### config.mk
export PLATFORM = sky130hd
export DESIGN_NAME = beat_sequencer_flat
export DESIGN_NICKNAME = d
export VERILOG_FILES = /design/src/rtl/timing_pkg.sv /design/src/rtl/beat_sequencer_if.sv /design/src/rtl/tick_edge.sv /design/src/rtl/beat_sequencer.sv /design/src/flat_wrapper.sv
export SDC_FILE = /design/constraint.sdc
export NUM_CORES = 1
export LEC_CHECK = 0
export CAP_MARGIN = 20
export CORE_MARGIN = 4
export CORE_UTILIZATION = 25
export DETAILED_ROUTE_END_ITERATION = 7
export PLACE_DENSITY = 0.46
export SETUP_SLACK_MARGIN = 0.1
export SKIP_CTS_REPAIR_TIMING = 1
export SLEW_MARGIN = 40
export SYNTH_ARGS = -nofsm -noshare
export SYNTH_HDL_FRONTEND = slang
export SYNTH_SLANG_ARGS = --single-unit
### constraint.sdc
create_clock -name clk -period 7.2 [get_ports clk]
set_input_delay 1.44 -clock clk [delete_from_list [all_inputs] [get_ports clk]]
set_output_delay 1.44 -clock clk [all_outputs]
set_load 0.005 [all_outputs]
### src/rtl/timing_pkg.sv
// Shared types and defaults for consumers of the tempo divider.
// Holds the sequencer state encoding and the default grid geometry.
package timing_pkg;

  typedef enum logic [1:0] {IDLE, COUNT, PLAY, DONE} state_t;

  localparam int ADDR_W_DEF    = 6;
  localparam int LANES_DEF     = 4;
  localparam int ROWS_DEF      = 8;
  localparam int COUNTDOWN_MAX = 3;

endpackage

### src/rtl/beat_sequencer_if.sv
// Tick/control inputs, pattern ROM port and note-field outputs of the beat sequencer.
// The slave modport is the sequencer's view; master is the environment's view.
interface beat_sequencer_if
  import timing_pkg::*;
#(
  parameter int ADDR_W = ADDR_W_DEF,
  parameter int LANES  = LANES_DEF,
  parameter int ROWS   = ROWS_DEF
);
  logic                   tick;
  logic                   start;
  logic                   pause;
  logic [ADDR_W-1:0]      song_len;
  logic [ADDR_W-1:0]      rom_addr;
  logic [LANES-1:0]       rom_data;
  logic [ROWS*LANES-1:0]  field;
  logic [LANES-1:0]       hit_row;
  logic                   step_strobe;
  logic [1:0]             countdown;
  logic                   busy;
  logic                   done;

  modport master (
    output tick, start, pause, song_len, rom_data,
    input  rom_addr, field, hit_row, step_strobe, countdown, busy, done
  );

  modport slave (
    input  tick, start, pause, song_len, rom_data,
    output rom_addr, field, hit_row, step_strobe, countdown, busy, done
  );
endinterface

### src/rtl/tick_edge.sv
// Rising-edge detector for the divider tick. The history register resets high
// so a tick already asserted when reset releases does not count as an edge.
module tick_edge (
  input  logic clk,
  input  logic rst,
  input  logic tick,
  output logic rise
);
  logic tick_q;

  always_ff @(posedge clk or posedge rst) begin
    if (rst) tick_q <= 1'b1;
    else     tick_q <= tick;
  end

  assign rise = tick & ~tick_q;
endmodule

### src/rtl/beat_sequencer.sv
// Beat sequencer: count-in, then one ROM pattern row per beat shifted into the
// top of the note grid; row 0 is the hit row presented for judgement.
module beat_sequencer
  import timing_pkg::*;
#(
  parameter int ADDR_W    = ADDR_W_DEF,
  parameter int LANES     = LANES_DEF,
  parameter int ROWS      = ROWS_DEF,
  parameter int COUNTDOWN = COUNTDOWN_MAX
) (
  input logic             clk,
  input logic             rst,
  beat_sequencer_if.slave bus
);
  localparam int SW = ADDR_W + 1;

  state_t                state_reg;
  logic [ROWS*LANES-1:0] field_reg;
  logic [ROWS*LANES-1:0] field_shift;
  logic [SW-1:0]         step_idx_reg;
  logic [SW-1:0]         step_next;
  logic [SW-1:0]         len_ext;
  logic [ADDR_W-1:0]     len_reg;
  logic [ADDR_W-1:0]     rom_addr_reg;
  logic [ADDR_W-1:0]     rom_addr_next;
  logic [1:0]            countdown_reg;
  logic                  strobe_reg;
  logic                  beat;
  logic [LANES-1:0]      top_row;

  tick_edge u_tick_edge (
    .clk  (clk),
    .rst  (rst),
    .tick (bus.tick),
    .rise (beat)
  );

  assign len_ext       = {1'b0, len_reg};
  assign step_next     = step_idx_reg + SW'(1);
  assign top_row       = (step_idx_reg < len_ext) ? bus.rom_data : '0;
  assign rom_addr_next = (step_next > len_ext) ? len_reg : step_next[ADDR_W-1:0];

  // Each row takes the one above it; the top row takes the new pattern row.
  for (genvar gi = 0; gi < ROWS; gi++) begin : g_shift
    if (gi == ROWS - 1) begin : g_top
      assign field_shift[gi*LANES +: LANES] = top_row;
    end else begin : g_row
      assign field_shift[gi*LANES +: LANES] = field_reg[(gi+1)*LANES +: LANES];
    end
  end

  always_ff @(posedge clk or posedge rst) begin
    if (rst) begin
      state_reg     <= IDLE;
      field_reg     <= '0;
      step_idx_reg  <= '0;
      len_reg       <= '0;
      rom_addr_reg  <= '0;
      countdown_reg <= '0;
      strobe_reg    <= 1'b0;
    end else begin
      strobe_reg <= 1'b0;
      if (bus.start && (state_reg == IDLE || state_reg == DONE)) begin
        len_reg       <= bus.song_len;
        field_reg     <= '0;
        step_idx_reg  <= '0;
        rom_addr_reg  <= '0;
        countdown_reg <= 2'(COUNTDOWN);
        state_reg     <= COUNT;
      end else if (beat && !bus.pause) begin
        case (state_reg)
          COUNT: begin
            if (countdown_reg == 2'd1) begin
              countdown_reg <= '0;
              state_reg     <= (len_reg == '0) ? DONE : PLAY;
            end else begin
              countdown_reg <= countdown_reg - 2'd1;
            end
          end
          PLAY: begin
            field_reg    <= field_shift;
            step_idx_reg <= step_next;
            rom_addr_reg <= rom_addr_next;
            strobe_reg   <= 1'b1;
            // The last note leaves row 0 ROWS beats after the final step loads.
            if (step_next == len_ext + SW'(ROWS)) state_reg <= DONE;
          end
          default: ;
        endcase
      end
    end
  end

  assign bus.rom_addr    = rom_addr_reg;
  assign bus.field       = field_reg;
  assign bus.hit_row     = field_reg[LANES-1:0];
  assign bus.step_strobe = strobe_reg;
  assign bus.countdown   = countdown_reg;
  assign bus.busy        = (state_reg == COUNT) || (state_reg == PLAY);
  assign bus.done        = (state_reg == DONE);
endmodule

### src/flat_wrapper.sv
// flat-port wrapper written by rule: the top's interface ports become plain ports
module beat_sequencer_flat import timing_pkg::*;
#(
  parameter int ADDR_W    = ADDR_W_DEF,
  parameter int LANES     = LANES_DEF,
  parameter int ROWS      = ROWS_DEF,
  parameter int COUNTDOWN = COUNTDOWN_MAX
)
  (clk, rst, bus_tick, bus_start, bus_pause, bus_song_len, bus_rom_data, bus_rom_addr, bus_field, bus_hit_row, bus_step_strobe, bus_countdown, bus_busy, bus_done);
  beat_sequencer_if #(.ADDR_W(ADDR_W), .LANES(LANES), .ROWS(ROWS)) bus_i ();
  input logic clk;
  input logic rst;
  input wire logic [$bits(bus_i.tick)-1:0] bus_tick;
  input wire logic [$bits(bus_i.start)-1:0] bus_start;
  input wire logic [$bits(bus_i.pause)-1:0] bus_pause;
  input wire logic [$bits(bus_i.song_len)-1:0] bus_song_len;
  input wire logic [$bits(bus_i.rom_data)-1:0] bus_rom_data;
  output wire logic [$bits(bus_i.rom_addr)-1:0] bus_rom_addr;
  output wire logic [$bits(bus_i.field)-1:0] bus_field;
  output wire logic [$bits(bus_i.hit_row)-1:0] bus_hit_row;
  output wire logic [$bits(bus_i.step_strobe)-1:0] bus_step_strobe;
  output wire logic [$bits(bus_i.countdown)-1:0] bus_countdown;
  output wire logic [$bits(bus_i.busy)-1:0] bus_busy;
  output wire logic [$bits(bus_i.done)-1:0] bus_done;
  assign bus_i.tick = bus_tick;
  assign bus_i.start = bus_start;
  assign bus_i.pause = bus_pause;
  assign bus_i.song_len = bus_song_len;
  assign bus_i.rom_data = bus_rom_data;
  assign bus_rom_addr = bus_i.rom_addr;
  assign bus_field = bus_i.field;
  assign bus_hit_row = bus_i.hit_row;
  assign bus_step_strobe = bus_i.step_strobe;
  assign bus_countdown = bus_i.countdown;
  assign bus_busy = bus_i.busy;
  assign bus_done = bus_i.done;
  beat_sequencer #(.ADDR_W(ADDR_W), .LANES(LANES), .ROWS(ROWS), .COUNTDOWN(COUNTDOWN)) u_core (.clk(clk), .rst(rst), .bus(bus_i));
endmodule
== After elaboration in Yosys (flattened, before gate mapping) ==
Cells that the tools add are included.

* $add $sub $neg: 3
* Multipliers: 0
* Reductions and logical operators: 14
* Equality and inequality tests: 7
* Mux-type cells: 24
* Bitwise operators: 2
* Magnitude comparators: 2
* Div/mod/pow operators: 0
* Shift-type cells: 0

{| class="wikitable"
|+ Operators by type and width
! kind !! number
|-
| $mux 32 || 3
|-
| $mux 6 || 4
|-
| $mux 7 || 3
|-
| $mux 2 || 8
|-
| $add 6x4->7 const B || 1
|-
| $add 7x1->7 const B || 1
|-
| $eq 7x7->1 || 1
|-
| $gt 7x6->1 || 1
|-
| $lt 7x6->1 || 1
|-
| $logic_not 6->1 || 1
|-
| $ne 3x1->1 const B || 2
|-
| $reduce_bool 2->1 || 3
|-
| $eq 2x1->1 const B || 2
|-
| $eq 2x2->1 const B || 2
|-
| $mux 1 || 4
|-
| $mux 4 || 1
|-
| $pmux 2 s2 || 1
|-
| $reduce_and 2->1 || 2
|-
| $reduce_and 4->1 || 1
|-
| $reduce_bool 3->1 || 1
|-
| $logic_and 1x1->1 || 2
|-
| $logic_not 2->1 || 1
|-
| $logic_or 1x1->1 || 2
|-
| $sub 2x1->2 const B || 1
|-
| other kinds (3) || 3
|}

* ROM bits: 0
* Bits in registers: 57
* Logic and storage cells: 60
* Bits in latches: 0
* Memories kept: 0
* Output and inout port bits: 47
* RAM bits: 0

== Logic depth before layout (Yosys ltp) ==
* Depth after elaboration: 6
* Gate-level depth with buffers: 9
* Mapped depth without buffers: 9

== Modules after synthesis ==
A second synthesis with hierarchy kept.

* Cells, all modules: 316
* Area total of the unflattened synthesis: 2894.0 µm²

{| class="wikitable"
|+ By module, submodules not included
! module !! area each (µm²) !! times used !! sequential area each (µm²) !! cells an instance
|-
| beat_sequencer || 2850.2 || 1 || 1401.3 || 313
|-
| tick_edge || 43.8 || 1 || 26.3 || 3
|}

== Worst setup path before layout ==
Ideal clock, no wire load.

* Kind: in2reg
* Start point: input bus_pause
* End point: register u_core.state_reg[0]
* Stages on the path: 5
* Path slack: 4654 ps
* Required time: 7130 ps
* Arrival: 2477 ps
* Buffers on the path: 0
* Cell sequence: or3b_1 nor4_1 nand4_1 o211a_2 nand3_1

* Longest elaborated chain between the ends: 4

{| class="wikitable"
|+ Ends and longest elaborated chain
! item !! RTL line !! source
|-
| start, declared || flat_wrapper.sv:15 || <nowiki>input wire logic [$bits(bus_i.pause)-1:0] bus_pause;</nowiki>
|-
| $logic_not 1->1 || beat_sequencer.sv:70 || <nowiki>end else if (beat && !bus.pause) begin</nowiki>
|-
| $logic_and 1x1->1 || beat_sequencer.sv:70 ||
|-
| $reduce_bool 2->1 (no line) || - ||
|-
| $reduce_and 4->1 (no line) || - ||
|-
| end signal, assigned || beat_sequencer.sv:75 || <nowiki>state_reg <= (len_reg == '0) ? DONE : PLAY;</nowiki>
|-
| end, declared || beat_sequencer.sv:17 || <nowiki>state_t state_reg;</nowiki>
|}

No other way between the ends.
A chain may end at the register's enable or synchronous reset.

== Worst setup path in the final report ==
* Start point: register u_core.state_reg[0]
* End point: output bus_busy

* Longest elaborated chain between the ends: 2
* Elaborated cells between the ends (all ways): 3

{| class="wikitable"
|+ Ends and longest elaborated chain
! item !! RTL line !! source
|-
| $eq 2x1->1 / $eq 2x2->1 (equally long branches) || beat_sequencer.sv:99 || <nowiki>assign bus.busy = (state_reg == COUNT) || (state_reg == PLAY);</nowiki>
|-
| $logic_or 1x1->1 (*) || beat_sequencer.sv:99 ||
|-
| end, declared || flat_wrapper.sv:23 || <nowiki>output wire logic [$bits(bus_i.busy)-1:0] bus_busy;</nowiki>
|}

Mark *: on every way between the ends. The rest lies on a longest branch, timed or not.

==> qor.csv <==
metric;value;unit
status;finished, final reports clean;
Mapped Area;3032;um2
Syn Nets;362;
period utilisation layout;43.72;%
largest area contributor in the synthesized netlist;dfrtp_1;
Pre-Repair DR Iteration Count;4;
Mapped Cells;329;
DR DRC count;0;
relative slew slack;55.28;%
Final Net Count;417;
DP HPWL;5172;um
Final ANT Viol Nets;0;
Final Hold Slack;0.5018;ns
Max Buffers Root-to-Sink;2;
Clock transition at path regs;0.06;ns
worst-margin pin slew;0.6653;ns
final wirelength;7793;um
Hold Path Cell Cnt;2;
Synth top area share;46.22;%
RSZ-0062 raised after global routing;false;
crit path kind;reg -> out;
Placed Instances;516;
Largest register FFs;32;
number of flops mapped to enable cells by yosys;0;
Sum Neg Setup Slack;0;ns
antenna violations before repair;0;
Achievable Freq;0.3177;GHz
CP arrival;1.71;ns
Setup crit end kind;output port;
Reg2Reg Capture Point;u_core.bus.rom_addr[1]$_DFFE_PP0P_;
CTS tree;built;
global route overflow;0;
DR vias/cell;4.748;
dominant synthesized flop cell;dfrtp_1;
largest net degree at the start of global routing;58;
PortBufs;61;
Crit path required time;5.76;ns
Pleak;1.712;nW
Sinks on Clock Net;57;
clock root cell;clkbuf_16;
# diodes;0;
part of the Yosys area used for sequential elements;47.09;%
worst min path class;reg -> reg;
Final Hold Viols;0;
Distinct cells, synth;48;
Num CTS Buffers;9;
I/O pin count;62;
area delta synth->final;33.72;%
worst vdd ir;0.1254;mV
clk_skew;0.007332;ns
startpoint type of the worst setup path;register;
via count;2526;
Synth Area in Compound Gates;14.44;%
layout cells sized above 1;7.712;%
Synth Area in Adders;7.429;%
first-pass GRT wire length;13500;um
mux share of post-synthesis cell area;0.3302;%
top cells by area, synth;dfrtp_1, nand2_1, ha_1;
R2R cell count;9;
Placer Congestion;0.7970;
syn avg cell area;9.215;um2
mean routed wirelength per cell;14.65;um
non-filler cells, final;532;
crit path time final;3.148;ns
num rows;39;
# fillers;1204;
Iter 0 DRT Violations;157;
PD cells;279.3;nW/um2
vias in the first global route;2578;
Max Transition Viols Final;0;
Synth Warn #;0;
Core ar.;11660;um2
main combinational cell family by area after synthesis;simple AND/OR/NAND/NOR gates;
Die Height;118.1;um
CP Max Fanout;5;
simple-gate share of the synthesized area;21.75;%
RR Startpoint;u_core.step_idx_reg[0]$_DFFE_PP0P_;
r2r setup slk;4.47;ns
htree depth;3;
Die W;118.1;um
Initial Utilization;26.00;%
Critical Path Sink;bus_busy;
Synth async-reset ratio;100.0;%
Critical Path Source;u_core.state_reg[0]$_DFFE_PP0P_;
synthesis-stage register bit count;57;
GRT Resource Usage Total;11.79;%
Post-Synth XOR/XNOR Area;4.127;%
die area;13950;um2
final setup violating endpoints;0;
max_cap viols;0;
Worst-Skew Late Latency;0.33;ns
power by group:
group | leakage [nW] | internal, mW | switching (mW)
clock | 0.137 | 0.267 | 0.154
sequential | 0.770 | 0.354 | 0.0334
combinational | 0.804 | 0.128 | 0.196
kinds of logic after synthesis:
family,after synthesis
simple gates,140
compound gates,69
flops,57
buf+inv,33
fa+ha+maj,18
xor+xnor,11
mux,1
worst min path at each step:
stage | from | slack [ns] | to
3_5_place_dp | u_core.len_reg[5]$_DFFE_PP0P_ | 0.48 | u_core.len_reg[5]$_DFFE_PP0P_
5_1_grt | u_core.bus.rom_addr[0]$_DFFE_PP0P_ | 0.52 | u_core.bus.rom_addr[0]$_DFFE_PP0P_
4_1_cts | u_core.bus.rom_addr[3]$_DFFE_PP0P_ | 0.51 | u_core.bus.rom_addr[3]$_DFFE_PP0P_
2_1_floorplan | u_core.len_reg[5]$_DFFE_PP0P_ | 0.46 | u_core.len_reg[5]$_DFFE_PP0P_
3_3_place_gp | u_core.len_reg[5]$_DFFE_PP0P_ | 0.48 | u_core.len_reg[5]$_DFFE_PP0P_
6_report | u_core.bus.rom_addr[3]$_DFFE_PP0P_ | 0.50 | u_core.bus.rom_addr[3]$_DFFE_PP0P_
layer usage:
layer	vias up	routed length, um	track usage [%]
li1	1252	-	-
met1	1220	3843	16.12
met2	46	3503	17.68
met3	8	332	3.700
met4	0	113	3.956
met5	-	0	0
final cells by class:
class,count,area (um2),share of cell area [%]
Inverter,13,48.80,1.204
Clock buffer,9,225.2,5.556
Timing Repair Buffer,64,636.9,15.71
Tap cell,143,178.9,4.414
Clock inverter,7,71.32,1.759
Multi-Input combinational cell,239,1465,36.14
Sequential cell,57,1428,35.22
worst max-delay path, cell delays in order (launching register included):
cell and delay [ns]:
dfrtp_1 0.38, inv_1 0.08, ha_1 0.36, inv_1 0.07
clkdlybuf4s50_1 0.49
through the flow:
| step | total power, mW | setup WS (ns) | instance area (um2) | util, % |
|---|---|---|---|---|
| 3_5_place_dp | 0.7210 | 3.839 | 3754 | 32.19 |
| 2_1_floorplan | 0.6046 | 4.362 | 3032 | - |
| 4_1_cts | 1.151 | 4.035 | 4050 | 34.73 |
| 3_3_place_gp | 0.7183 | 3.779 | 3752 | 32.17 |
| 6_report | 1.132 | 4.052 | 4054 | 34.76 |
| 5_1_grt | 1.210 | 3.925 | 4054 | 34.76 |
cell usage in the layout, fill, tap and decap left out, drive strengths merged, types with 5 or more instances in the layout:
master	synthesis	routed
nand2	78	78
clkdlybuf4s50	0	61
dfrtp	56	56
a21oi	35	35
ha	18	18
nand3	17	17
inv	13	13
nor2	12	12
o21ai	10	10
clkbuf	11	9
nand3b	6	6
nand4	6	6
xnor2	6	6
and3	5	5
cell usage after synthesis, types with 2 or more instances:
| cell type | count |
|---|---|
| nand2_1 | 78 |
| dfrtp_1 | 56 |
| a21oi_1 | 35 |
| ha_1 | 18 |
| nand3_1 | 16 |
| inv_1 | 13 |
| clkbuf_1 | 11 |
| nor2_1 | 11 |
| nand3b_1 | 6 |
| nand4_1 | 6 |
| and3_1 | 5 |
| o21ai_0 | 5 |
| o21ai_1 | 5 |
| xnor2_1 | 5 |
| a32oi_1 | 4 |
| buf_1 | 4 |
| buf_4 | 4 |
| nor3_1 | 4 |
| nor2b_1 | 3 |
| o211ai_1 | 3 |
| o21a_1 | 3 |
| o311ai_1 | 3 |
| xor2_1 | 3 |
| a21o_1 | 2 |
| nor4_1 | 2 |
| o22ai_1 | 2 |
No activity file was read; power rests on OpenSTA's default activity.
